===== src/rtl/alu_issue_stage.sv =====
// Operand FIFO that feeds an external 2-bit combinational ALU, followed by a
// result register that hands each ALU result to a consumer with valid/ready.
module alu_issue_stage #(
   parameter int DEPTH = 4,
   parameter int CW    = 8
) (
   input  logic                     clk,
   input  logic                     rst,
   input  logic                     clr,
   input  logic                     in_valid,
   output logic                     in_ready,
   input  logic [1:0]               in_a,
   input  logic [1:0]               in_b,
   input  logic [1:0]               in_s,
   output logic [1:0]               alu_a,
   output logic [1:0]               alu_b,
   output logic [1:0]               alu_s,
   input  logic [3:0]               alu_y,
   output logic                     out_valid,
   input  logic                     out_ready,
   output logic [3:0]               out_y,
   output logic [1:0]               out_s,
   output logic [$clog2(DEPTH):0]   level,
   output logic [CW-1:0]            done_cnt
);

   localparam int PW = $clog2(DEPTH);
   localparam logic [PW:0]   FULL_LEVEL = (PW+1)'(DEPTH);
   localparam logic [PW:0]   LVL_ONE    = (PW+1)'(1);
   localparam logic [PW-1:0] PTR_ONE    = PW'(1);
   localparam logic [CW-1:0] CNT_ONE    = CW'(1);

   typedef struct packed {
      logic [1:0] a;
      logic [1:0] b;
      logic [1:0] s;
   } entry_t;

   typedef enum logic {ST_EMPTY, ST_FULL} state_t;

   entry_t        mem [DEPTH];
   entry_t        head;
   logic [PW-1:0] wr_ptr;
   logic [PW-1:0] rd_ptr;
   state_t        state_q;
   state_t        state_d;
   logic          push;
   logic          pop;
   logic          deliver;

   // Full blocks input even when a pop happens in the same cycle.
   assign in_ready = (level < FULL_LEVEL);
   assign push     = in_valid & in_ready & ~clr;
   assign pop      = (level != '0) & (~out_valid | out_ready) & ~clr;
   assign deliver  = out_valid & out_ready;

   // NOTE: storage has no reset; an entry is only visible once level counts it,
   // and the ALU inputs are forced to zero while the FIFO is empty.
   always_ff @(posedge clk) begin
      if (push) begin
         mem[wr_ptr] <= '{a: in_a, b: in_b, s: in_s};
      end
   end

   // NOTE: every process that infers a flop uses non-blocking assignments, so
   // all state updates see the pre-edge values regardless of block ordering.
   always_ff @(posedge clk) begin
      if (rst || clr) begin
         wr_ptr <= '0;
         rd_ptr <= '0;
         level  <= '0;
      end else begin
         if (push) wr_ptr <= wr_ptr + PTR_ONE;
         if (pop)  rd_ptr <= rd_ptr + PTR_ONE;
         case ({push, pop})
            2'b10:   level <= level + LVL_ONE;
            2'b01:   level <= level - LVL_ONE;
            default: level <= level;
         endcase
      end
   end

   // NOTE: combinational outputs get a default before any condition so no
   // path through the block leaves them unassigned, which would infer a latch.
   always_comb begin
      head  = mem[rd_ptr];
      alu_a = 2'b00;
      alu_b = 2'b00;
      alu_s = 2'b00;
      if (level != '0) begin
         alu_a = head.a;
         alu_b = head.b;
         alu_s = head.s;
      end
   end

   always_ff @(posedge clk) begin
      if (rst || clr) begin
         out_y <= '0;
         out_s <= '0;
      end else if (pop) begin
         out_y <= alu_y;
         out_s <= head.s;
      end
   end

   always_ff @(posedge clk) begin
      if (rst || clr) state_q <= ST_EMPTY;
      else            state_q <= state_d;
   end

   // Result-register occupancy: refilled back-to-back whenever a pop is possible.
   always_comb begin
      state_d   = state_q;
      out_valid = (state_q == ST_FULL);
      case (state_q)
         ST_EMPTY: if (pop) state_d = ST_FULL;
         ST_FULL: begin
            if (pop)            state_d = ST_FULL;
            else if (out_ready) state_d = ST_EMPTY;
         end
         default:  state_d = ST_EMPTY;
      endcase
   end

   // Deliveries are counted even in a flush cycle; only rst clears the count.
   always_ff @(posedge clk) begin
      if (rst)          done_cnt <= '0;
      else if (deliver) done_cnt <= done_cnt + CNT_ONE;
   end

endmodule


===== config.mk =====
export PLATFORM = sky130hd
export DESIGN_NAME = alu_issue_stage
export DESIGN_NICKNAME = d
export VERILOG_FILES = /design/src/rtl/alu_issue_stage.sv
export SDC_FILE = /design/constraint.sdc
export NUM_CORES = 1
export LEC_CHECK = 0
export BUFFER_PORTS_ARGS = -buffer_cell sky130_fd_sc_hd__clkbuf_2
export CAP_MARGIN = 40
export CELL_PAD_IN_SITES_DETAIL_PLACEMENT = 0
export CELL_PAD_IN_SITES_GLOBAL_PLACEMENT = 1
export CORE_MARGIN = 4
export CORE_UTILIZATION = 35
export DETAILED_ROUTE_END_ITERATION = 6
export GPL_ROUTABILITY_DRIVEN = 0
export PLACE_DENSITY = 0.71
export SYNTH_ARGS = -nofsm -noshare
export SYNTH_HDL_FRONTEND = slang
export SYNTH_SLANG_ARGS = --single-unit

===== constraint.sdc =====
create_clock -name clk -period 5.1 [get_ports clk]
set_clock_uncertainty 0.2 [all_clocks]
set_input_delay 1.02 -clock clk [delete_from_list [all_inputs] [get_ports clk]]
set_output_delay 1.02 -clock clk [all_outputs]
set_load 0.01 [all_outputs]

# Yosys cells after proc, flatten, opt, wreduce, memory -nomap -nowiden
# Memories as Yosys holds them, arrays and structs flattened. A register that Yosys moved wholly into a read port is not among the register bits.
# Index checks and enable logic that the tools add are counted.
totals:
  reg_bits: 22
  latch_bits: 0
  mem_bits_rw: 24
  romBits: 0
  inputBits: 15
  out_inout_bits: 25
  mem_count: 1
classes:
  n_addsub: 5
  mul: 0
  div: 0
  magnitude_cmp: 1
  n_eq_ne: 2
  n_shift: 0
  n_mux: 12
  bitwise: 8
  n_reduce_logical: 3
mem_list:
  columns: ["memory", "words", "word_bits", "read_ports", "rd_clocked_by_memory_dff", "wr", "line", "text"]
  rows:
  - ["mem", 4, 6, 1, 1, 1, "41", "entry_t mem [DEPTH];"]
ops:
  columns: ["operator", "count"]
  rows:
  - ["$mux W2", 5]
  - ["$add A8 B1 Y8 const B", 1]
  - ["$pmux W3 S2", 1]
  - ["$and A1 B1 Y1", 5]
  - ["$mux W1", 5]
  - ["$add A2 B1 Y2 const B", 2]
  - ["$add A3 B1 Y3 const B", 1]
  - ["$lt A3 B3 Y1 const B", 1]
  - ["$reduce_bool A3 Y1", 1]
  - ["$sub A3 B1 Y3 const B", 1]
  - ["$eq A2 B1 Y1 const B", 1]
  - ["$eq A2 B2 Y1 const B", 1]
  - ["$not A1 Y1", 2]
  - ["$pmux W1 S2", 1]
  - ["$reduce_bool A2 Y1", 1]
  - ["$logic_or A1 B1 Y1", 1]
  - ["$or A1 B1 Y1", 1]

# Logic depth before layout (Yosys ltp)
# Gate-level depths: netlist of the first run.
depth:
  ltp_word: 6
  depth_mapped: 9
  mapped_depth_nobuf: 8

# Worst setup path before layout of the first run
# Ideal clock, no wire load.
synth_timing:
  path_type: "input -> register"
  startpoint: "input port out_ready"
  endpoint: "register level[2]"
  setup_time_ns: 0.070
  arrival_time_ns: 2.472
  required_time_ns: 4.830
  slack_ns: 2.358
  path_stages: 9
  n_path_buf: 1
  path_cell_list: "nor2b_1 > buf_6 > nor3_1 > ha_1 > inv_1 > fa_1 > xor2_1 > or3_1 > a21oi_1"
synth_between:
  elab_chain_cells: 5
  word_cells_on_any_way: 7
  cone_classes: "2 x eq/ne; 1 x mux; 3 x bitwise; 1 x reduce/logical"
synth_rtl:
  columns: ["item", "line", "text"]
  rows:
  - ["from (decl)", "20", "input logic out_ready,"]
  - ["$or A1 B1 Y1 (*)", "54", "assign pop = (level != '0) & (~out_valid | out_ready) & ~clr;"]
  - ["$and A1 B1 Y1 (*) (2 in series)", "54", null]
  - ["net pop", "48", "logic pop;"]
  - ["$eq A2 B1 Y1 or $eq A2 B2 Y1 (tied branches)", "75", "case ({push, pop})"]
  - ["$pmux W3 S2 or $reduce_bool A2 Y1 (tied branches)", null, null]
  - ["to (signal assigned)", "76", "2'b10: level <= level + LVL_ONE;"]
  - ["to (signal assigned)", "77", "2'b01: level <= level - LVL_ONE;"]
  - ["to (signal assigned)", "78", "default: level <= level;"]
  - ["to (decl)", "23", "output logic [$clog2(DEPTH):0] level,"]
# The timed path passes the listed nets; every way through them passes the cells marked *.
# A chain may end at the register's enable or synchronous reset.

==> impl_metrics.env, run 1 <==
export IMPL_status="complete, no violations"
export IMPL_pwr_share_comb_pct=6.0
export IMPL_p_seq_share_pct=61.7
export IMPL_area_delta_synth_final_pct=16.5
export IMPL_rsz0062_at_grt="no"
export IMPL_switching_share_pct=22.1
export IMPL_port_buffers=39
export IMPL_arrival_ns=1.77
export IMPL_crit_fanout=6
export IMPL_reg2reg_slack_ns=2.73
export IMPL_cts_hold_buffers=0
export IMPL_synth_top_area_share_pct=36.2
export IMPL_synth_edff_count=24
export IMPL_whs_ns=0.278
export IMPL_ctsHtreeMaxLevel=2
export IMPL_internal_power_mw=0.522
export IMPL_syn_area_sq_um=1990
export IMPL_core_area_sq_um=5510
export IMPL_finalWirelength_um=3770
export IMPL_cts_clk_slew_worst_paths_ns=0.09
export IMPL_worstSetupPathType="reg2out"
export IMPL_fp_dieW_um=83.4
export IMPL_worstMarginPinSlew_ns=0.624
export IMPL_antenna_found_initial=0
export IMPL_reg2reg_depth=8
export IMPL_diodes=0
export IMPL_drc_errors=0
export IMPL_yosysUniqueCellTypes=27
export IMPL_clock_latency_ns=0.29
export IMPL_die_h_um=83.4
export IMPL_ant_nets=0
export IMPL_hp_class="reg2reg"
export IMPL_yosys_most_used_dff="edfxtp_1"
export IMPL_grt_max_degree=16
export IMPL_initial_utilization_pct=36.1
export IMPL_hold_viol_final=0
export IMPL_dieArea_sq_um=6950
export IMPL_firstDrtPassIters=4
export IMPL_relSlewSlack_pct=58.3
export IMPL_synthCells=163
export IMPL_netSwitchingPower_mw=0.148
export IMPL_async_flop_share_pct=0
export IMPL_min_path_cells=2
export IMPL_max_clock_freq_ghz=0.335
export IMPL_p_clk_share_pct=32.3
export IMPL_r2r_end="level[2]$_SDFFE_PP0P_"
export IMPL_fin_crit_sh_pct=58.6
export IMPL_grt_pass1_wl_um=6270
export IMPL_ys_warn_count=0
export IMPL_drv_cap=0
export IMPL_fin_tns_setup_ns=0
export IMPL_worstSetupEndpointType="output port"
export IMPL_synth_common_cells="24 x dfxtp_1, 24 x edfxtp_1, 18 x a21oi_1"
export IMPL_hpwl_um=2690
export IMPL_synth_area_per_cell_sq_um=12.2
export IMPL_period_needed_ns=2.99
export IMPL_cts_sinks=48
export IMPL_grt_ovfl_total=0
export IMPL_worstReg2RegStart="out_valid$_SDFF_PP0_"
export IMPL_gr_usage_all_layers_pct=11.4
export IMPL_vdd_drop_max_mv=0.101
export IMPL_leakage_nw=0.826
export IMPL_clockRootBuffer="clkbuf_8"
export IMPL_pwr_density_cell_nw_per_um2=289
export IMPL_io_pins=40
export IMPL_cts_resized=0
export IMPL_rows=27
export IMPL_cts_buffers=5
export IMPL_fillers=540
export IMPL_seq_area_frac_synth_pct=60.4
export IMPL_cts_tree="built"
export IMPL_viasPerCell=4.85
export IMPL_grt_pass1_vias=1272
export IMPL_first_iter_violations=91
export IMPL_routedWlPerCell_um=13.7
export IMPL_final_nets=224
export IMPL_critPathRequiredTime_ns=3.88
export IMPL_ys_ff_latch=48
export IMPL_drive_gt1_share_pct=26.1
export IMPL_via_count=1333
export IMPL_cts_max_path_buffers=2
export IMPL_crit_end="alu_s[0]"
export IMPL_synth_area_top_cells="edfxtp_1 36%, dfxtp_1 24%, mux4_2 6.8%"
export IMPL_setup_violations=0
export IMPL_post_cts_buffers=0
export IMPL_slew_viol_final=0
export IMPL_start_kind="flip-flop"
export IMPL_synth_nets=185
export IMPL_synth_area_leader_cell="edfxtp_1"
-- per-layer routing --
metal / vias up / track usage, % / wire length, um
met5: - / 0 / 0
met4: 0 / 4.01 / 26
met3: 2 / 3.67 / 177
met2: 26 / 17.7 / 1760
met1: 644 / 14.9 / 1810
li1: 661 / - / -
-- cell usage in the layout, fill, tap and decap left out, types with 2 or more instances in the layout --
| master | netlist | routed |
|---|---|---|
| mux4_2 | 6 | 6 |
| xor2_1 | 3 | 3 |
| edfxtp_1 | 24 | 24 |
| o31ai_1 | 2 | 2 |
| dfxtp_1 | 24 | 24 |
| and2_1 | 10 | 10 |
| nand2_1 | 3 | 3 |
| nand3_1 | 10 | 10 |
| nor3_1 | 2 | 2 |
| o21ai_0 | 12 | 12 |
| clkbuf_8 | 0 | 5 |
| nand4_1 | 2 | 2 |
| nor2_1 | 7 | 7 |
| inv_1 | 10 | 10 |
| clkbuf_1 | 3 | 2 |
| xnor2_1 | 2 | 2 |
| ha_1 | 6 | 6 |
| or3_1 | 6 | 6 |
| clkbuf_2 | 0 | 39 |
| or4_1 | 2 | 2 |
| a21oi_1 | 18 | 18 |
-- final cells by class --
| cell class | count | area (sq um) | area share (%) |
|---|---|---|---|
| multi-input cells | 97 | 708 | 30.6 |
| repair buffers | 40 | 200 | 8.64 |
| clock inverters | 1 | 3.75 | 0.162 |
| well taps | 72 | 90.1 | 3.89 |
| clock buffers | 7 | 76.3 | 3.29 |
| inverters | 10 | 37.5 | 1.62 |
| flip-flops and latches | 48 | 1200 | 51.8 |
-- registers in the layout (all words and copies together) (netlist names), named ones only --
| name | cells |
|---|---|
| out_s | 2 |
| rd_ptr | 2 |
| out_y | 4 |
| done_cnt | 8 |
| out_valid | 1 |
| level | 3 |
| mem | 24 |
| wr_ptr | 2 |
-- worst max-delay path, stage by stage, from the launching register on --
cell      delay, ns
dfxtp_1        0.58
mux4_2         0.59
and2_1         0.18
clkbuf_2       0.12
-- metrics by stage --
step	instances	setup slack (ns)	area [sq um]	total power [mW]	utilization (%)
after floorplan	163	2.36	1990	0.447	-
after global placement	266	2.11	2230	0.462	40.5
after detailed placement	267	2.05	2240	0.463	40.6
after CTS	275	2.06	2320	0.678	42.1
after global routing	275	1.99	2320	0.700	42.1
final	275	2.11	2320	0.670	42.1
-- power groups by stage --
stage | Combinational, mW | Sequential [mW] | Clock, mW
global placement | 0.0400 | 0.422 | 0
global route | 0.0459 | 0.414 | 0.240
floorplan | 0.0247 | 0.422 | 0
finish | 0.0404 | 0.413 | 0.217
CTS | 0.0412 | 0.414 | 0.223
detailed placement | 0.0409 | 0.423 | 0
-- worst min-delay path by stage --
stage / from / end
after floorplan: rd_ptr[1]$_SDFFE_PP0P_ / flip-flop
after global placement: done_cnt[7]$_SDFFE_PP0P_ / done_cnt[7]$_SDFFE_PP0P_
after detailed placement: out_y[0]$_SDFFE_PP0P_ / out_y[0]$_SDFFE_PP0P_
after CTS: out_y[0]$_SDFFE_PP0P_ / out_y[0]$_SDFFE_PP0P_
after global routing: out_y[0]$_SDFFE_PP0P_ / out_y[0]$_SDFFE_PP0P_
final: out_y[0]$_SDFFE_PP0P_ / out_y[0]$_SDFFE_PP0P_
-- cell families (layout without fill, tap and decap cells) --
kind of cell,after synthesis,count (layout),share of synthesized area (%)
multiplexers,7,7,7.30
AO/OA/AOI/OAI,32,32,8.30
buffers and inverters,18,58,4.03
XOR/XNOR,5,5,2.20
adder cells (fa/ha/maj),7,7,4.78
flip-flops,48,48,60.4
AND/OR/NAND/NOR,46,46,13.0
Note: power is estimated with default switching activity, not from simulation.
==> run 2, diff against run 1 <==
==> constraint.sdc (replaced) <==
create_clock -name clk -period 3 [get_ports clk]
set_clock_uncertainty 0.2 [all_clocks]
set_input_delay 0.6 -clock clk [delete_from_list [all_inputs] [get_ports clk]]
set_output_delay 0.6 -clock clk [all_outputs]
set_load 0.01 [all_outputs]
==> impl_metrics.env, run 2 (same netlist as run 1, synthesis figures left out) <==
export IMPL_slowest_delay_ns=0.59
export IMPL_ant_nets=0
export IMPL_grt_met3_usage_pct=3.97
export IMPL_vdd_drop_max_mv=0.213
export IMPL_place_area_sq_um=2250
export IMPL_drc_errors=0
export IMPL_io_pins=40
export IMPL_drive_gt1_share_pct=28.3
export IMPL_period_needed_ns=2.57
export IMPL_cts_hold_buffers=0
export IMPL_clock_latency_ns=0.29
export IMPL_fin_crit_sh_pct=85.6
export IMPL_leakage_nw=0.850
export IMPL_worstSetupPathType="reg2out"
export IMPL_hp_start="out_y[0]$_SDFFE_PP0P_"
export IMPL_layout_common_cells="39 x clkbuf_2, 24 x dfxtp_1, 24 x edfxtp_1"
export IMPL_drv_cap=0
export IMPL_hp_class="reg2reg"
export IMPL_final_nets=226
export IMPL_core_area_sq_um=5510
export IMPL_final_area_sq_um=2350
export IMPL_cts_max_path_buffers=2
export IMPL_cts_buffers=5
export IMPL_worstPathCellList="mux4_2 -> and2_1 -> clkbuf_2"
export IMPL_viasPerCell=4.76
export IMPL_grt_ovfl_total=0
export IMPL_worstReg2RegStart="level[2]$_SDFFE_PP0P_"
export IMPL_grt_pass1_wl_um=6380
export IMPL_hpwl_um=2730
export IMPL_hold_viol_final=0
export IMPL_cts_sinks=48
export IMPL_port_buffers=39
export IMPL_firstDrtPassIters=4
export IMPL_rsz0062_at_grt="no"
export IMPL_whs_ns=0.279
export IMPL_crit_fanout=6
export IMPL_critPathBufInv=1
export IMPL_start_kind="flip-flop"
export IMPL_first_iter_violations=73
export IMPL_setup_violations=0
export IMPL_dieArea_sq_um=6950
export IMPL_power_mw=1.16
export IMPL_initial_utilization_pct=36.1
export IMPL_critPathRequiredTime_ns=2.20
export IMPL_largest_reg_flops=24
export IMPL_worstSetupEndpointType="output port"
export IMPL_diodes=0
export IMPL_die_h_um=83.4
export IMPL_slew_viol_final=0
export IMPL_routedWlPerCell_um=13.6
export IMPL_via_count=1318
export IMPL_top_register="mem"
export IMPL_cpLargestDelayFamily="flip-flops"
export IMPL_worst_slack_ns=0.431
export IMPL_antenna_found_initial=0
export IMPL_post_cts_buffers=0
export IMPL_area_delta_synth_final_pct=18.0
export IMPL_met2_usage_pct=19.3
export IMPL_clockRootBuffer="clkbuf_8"
export IMPL_fin_tns_setup_ns=0
export IMPL_final_common_cell="clkbuf_2"
export IMPL_worstMarginPinSlew_ns=0.521
export IMPL_cts_resized=0
export IMPL_relSlewSlack_pct=65.3
export IMPL_dp_cells=269
export IMPL_grt_max_degree=16
export IMPL_top_usage_layer="met2"
export IMPL_pwr_density_cell_nw_per_um2=494
export IMPL_ctsHtreeMaxLevel=2
export IMPL_finalWirelength_um=3760
export IMPL_grt_pass1_vias=1298
export IMPL_reg_top3="mem x24, done_cnt x8, out_y x4"
export IMPL_postLayoutCoreUtil_pct=42.6
export IMPL_dp_slack_ns=0.472
export IMPL_grt_util_met1_pct=14.1
export IMPL_status="complete, no violations"
export IMPL_worst_path_max_delay_cell="dfxtp_1"
export IMPL_cts_tree="built"
export IMPL_fp_dieW_um=83.4
export IMPL_rows=27
export IMPL_max_clock_freq_ghz=0.389
export IMPL_gr_usage_all_layers_pct=11.6
export IMPL_cts_clk_slew_worst_paths_ns=0.09
export IMPL_arrival_ns=1.77
export IMPL_fin_cells=277
-- run 2: cell types whose count changed in the layout (fill, tap and decap cells not counted) --
| cell | change |
|---|---|
| buf_4 | +3 |
| buf_2 | -1 |
| clkbuf_8 | +1 |
| clkinv_2 | +2 |
| clkbuf_1 | -2 |
| clkinv_1 | -1 |
-- run 2: layout make-up --
class	instances	area, sq um
sequential	48	1200
fill	506	3160
clock buffer	6	82.6
inverter	10	37.5
multi-input combinational	97	708
tap	72	90.1
timing repair buffer	42	218
clock inverter	2	10.0
-- run 2: final timing paths --
path | to | slack, ns | cells past startpoint
max | alu_s[1] | 0.43 | 3
min | out_y[0]$_SDFFE_PP0P_ | 0.28 | 2
max reg2reg | level[2]$_SDFFE_PP0P_ | 0.74 | 8
min reg2reg | out_y[0]$_SDFFE_PP0P_ | 0.28 | 2
-- run 2: worst register-to-register path, cell delays in order (launching register included) --
cell and delay [ns]:
dfxtp_1 0.45, nor3_1 0.10, nor3_1 0.20, ha_1 0.21, inv_1 0.06, fa_1 0.37
xor2_1 0.16, or3_1 0.31, a21oi_1 0.14
-- run 2: power by group --
group          total (mW)  leakage, nW  switching (mW)  internal, mW
registers           0.703        0.412         0.00641         0.697
logic              0.0702        0.387          0.0397        0.0306
clock network       0.387       0.0510           0.203         0.184
-- run 2: routing by layer --
layer  wire length (um)  part of all wire, %  vias to the layer above
li1                   -                    -                      666
met1               1700                   45                      621
met2               1840                   49                       29
met3                195                  5.2                        2
met4                 26                 0.69                        0
met5                  0                    0                        -
==> run 3, diff against run 2 <==
--- a/config.mk
+++ b/config.mk
@@ -14,6 +14,7 @@
 export DETAILED_ROUTE_END_ITERATION = 6
 export GPL_ROUTABILITY_DRIVEN = 0
 export PLACE_DENSITY = 0.71
+export REMOVE_ABC_BUFFERS = 1
 export SYNTH_ARGS = -nofsm -noshare
 export SYNTH_HDL_FRONTEND = slang
 export SYNTH_SLANG_ARGS = --single-unit
==> impl_metrics.env, run 3 (same netlist as run 1, synthesis figures left out) <==
export IMPL_status="complete, no violations"
export IMPL_top_register="mem"
export IMPL_port_buffers=39
export IMPL_pwr_density_cell_nw_per_um2=508
export IMPL_vdd_drop_max_mv=0.204
export IMPL_rsz0062_at_grt="no"
export IMPL_final_common_cell="clkbuf_2"
export IMPL_hold_viol_final=0
export IMPL_multiInputGateArea_sq_um=708
export IMPL_critPathRequiredTime_ns=2.20
export IMPL_regArea_sq_um=1200
export IMPL_postLayoutCoreUtil_pct=42.7
export IMPL_slew_viol_final=0
export IMPL_largest_reg_flops=24
export IMPL_cts_sinks=48
export IMPL_drv_cap=0
export IMPL_grt_util_met1_pct=12.4
export IMPL_grt_max_degree=16
export IMPL_post_cts_buffers=0
export IMPL_routedWlPerCell_um=12.9
export IMPL_dieArea_sq_um=6950
export IMPL_hp_class="reg2reg"
export IMPL_layout_common_cells="39 x clkbuf_2, 24 x dfxtp_1, 24 x edfxtp_1"
export IMPL_cts_resized=0
export IMPL_fillers=511
export IMPL_fin_crit_sh_pct=85.2
export IMPL_crit_end="alu_s[0]"
export IMPL_first_iter_violations=70
export IMPL_clockRootBuffer="clkbuf_8"
export IMPL_fin_tns_setup_ns=0
export IMPL_drive_gt1_share_pct=27.9
export IMPL_leakage_nw=0.850
export IMPL_io_pins=40
export IMPL_cts_hold_buffers=0
export IMPL_viasPerCell=4.73
export IMPL_reg2reg_slack_ns=0.66
export IMPL_hpwl_um=2630
export IMPL_final_nets=225
export IMPL_initial_utilization_pct=36.1
export IMPL_fin_cells=276
export IMPL_reg_top3="mem x24, done_cnt x8, out_y x4"
export IMPL_ctsHtreeMaxLevel=2
export IMPL_core_area_sq_um=5510
export IMPL_worstSetupPathType="reg2out"
export IMPL_grt_pass1_vias=1310
export IMPL_min_path_cells=2
export IMPL_antenna_found_initial=0
export IMPL_setup_violations=0
export IMPL_reg2reg_depth=8
export IMPL_cts_max_path_buffers=2
export IMPL_r2r_end="level[2]$_SDFFE_PP0P_"
export IMPL_worstReg2RegStart="out_valid$_SDFF_PP0_"
export IMPL_drc_errors=0
export IMPL_cts_buffers=5
export IMPL_via_count=1305
export IMPL_rows=27
export IMPL_start_kind="flip-flop"
export IMPL_arrival_ns=1.76
export IMPL_firstDrtPassIters=4
export IMPL_worstSetupEndpointType="output port"
export IMPL_cts_clk_slew_worst_paths_ns=0.08
export IMPL_met2_usage_pct=19.1
export IMPL_finalWirelength_um=3550
export IMPL_gr_usage_all_layers_pct=11.0
export IMPL_worstMarginPinSlew_ns=0.602
export IMPL_max_clock_freq_ghz=0.391
export IMPL_fp_dieW_um=83.4
export IMPL_grt_pass1_wl_um=6130
export IMPL_top_usage_layer="met2"
export IMPL_dp_cells=268
export IMPL_relSlewSlack_pct=59.8
export IMPL_clock_latency_ns=0.29
export IMPL_area_delta_synth_final_pct=18.3
export IMPL_grt_ovfl_total=0
export IMPL_ant_nets=0
export IMPL_diodes=0
export IMPL_die_h_um=83.4
export IMPL_grt_met3_usage_pct=4.17
export IMPL_period_needed_ns=2.56
export IMPL_cts_tree="built"
export IMPL_crit_fanout=6
-- run 3: worst min-delay path by stage --
| stage | startpoint | to | slack, ns |
|---|---|---|---|
| 2_1_floorplan | rd_ptr[1]$_SDFFE_PP0P_ | flip-flop | 0.25 |
| 3_3_place_gp | done_cnt[7]$_SDFFE_PP0P_ | done_cnt[7]$_SDFFE_PP0P_ | 0.26 |
| 3_5_place_dp | out_y[1]$_SDFFE_PP0P_ | out_y[1]$_SDFFE_PP0P_ | 0.27 |
| 4_1_cts | out_y[1]$_SDFFE_PP0P_ | out_y[1]$_SDFFE_PP0P_ | 0.29 |
| 5_1_grt | in_s[1] | mem[0][1]$_DFFE_PP_ | 0.31 |
| 6_report | out_y[3]$_SDFFE_PP0P_ | out_y[3]$_SDFFE_PP0P_ | 0.28 |
-- run 3: layout make-up --
| class | instances | area share (%) |
|---|---|---|
| clock buffers | 7 | 4.31 |
| clock inverters | 1 | 0.213 |
| inverters | 10 | 1.59 |
| multi-input cells | 97 | 30.1 |
| flip-flops and latches | 48 | 51.0 |
| well taps | 72 | 3.83 |
| repair buffers | 41 | 8.93 |
-- run 3: through the flow --
step,instance area [sq um],total power [mW],setup slack (ns),hold WS [ns]
2_1_floorplan,1950,0.754,0.737,0.255
3_3_place_gp,2250,0.788,0.428,0.263
3_5_place_dp,2250,0.788,0.403,0.273
4_1_cts,2350,1.21,0.395,0.285
5_1_grt,2350,1.25,0.301,0.313
6_report,2350,1.19,0.444,0.280
-- run 3: where the power goes --
group | internal (mW) | leakage, nW | total, mW | switching [mW]
clock | 0.223 | 0.0568 | 0.423 | 0.200
sequential | 0.697 | 0.412 | 0.703 | 0.00629
combinational | 0.0302 | 0.382 | 0.0689 | 0.0387
total | 0.950 | 0.850 | 1.19 | 0.245
-- run 3: per-layer routing --
layer	wire length (um)	part of all wire (%)
met1	1550	44
met2	1740	49
met3	218	6.1
met4	43	1.2
met5	0	0
-- run 3: worst max-delay path, cell delays in order (launching register included) --
cell and delay (ns):
dfxtp_1 0.58, mux4_2 0.59, and2_1 0.18, clkbuf_2 0.12
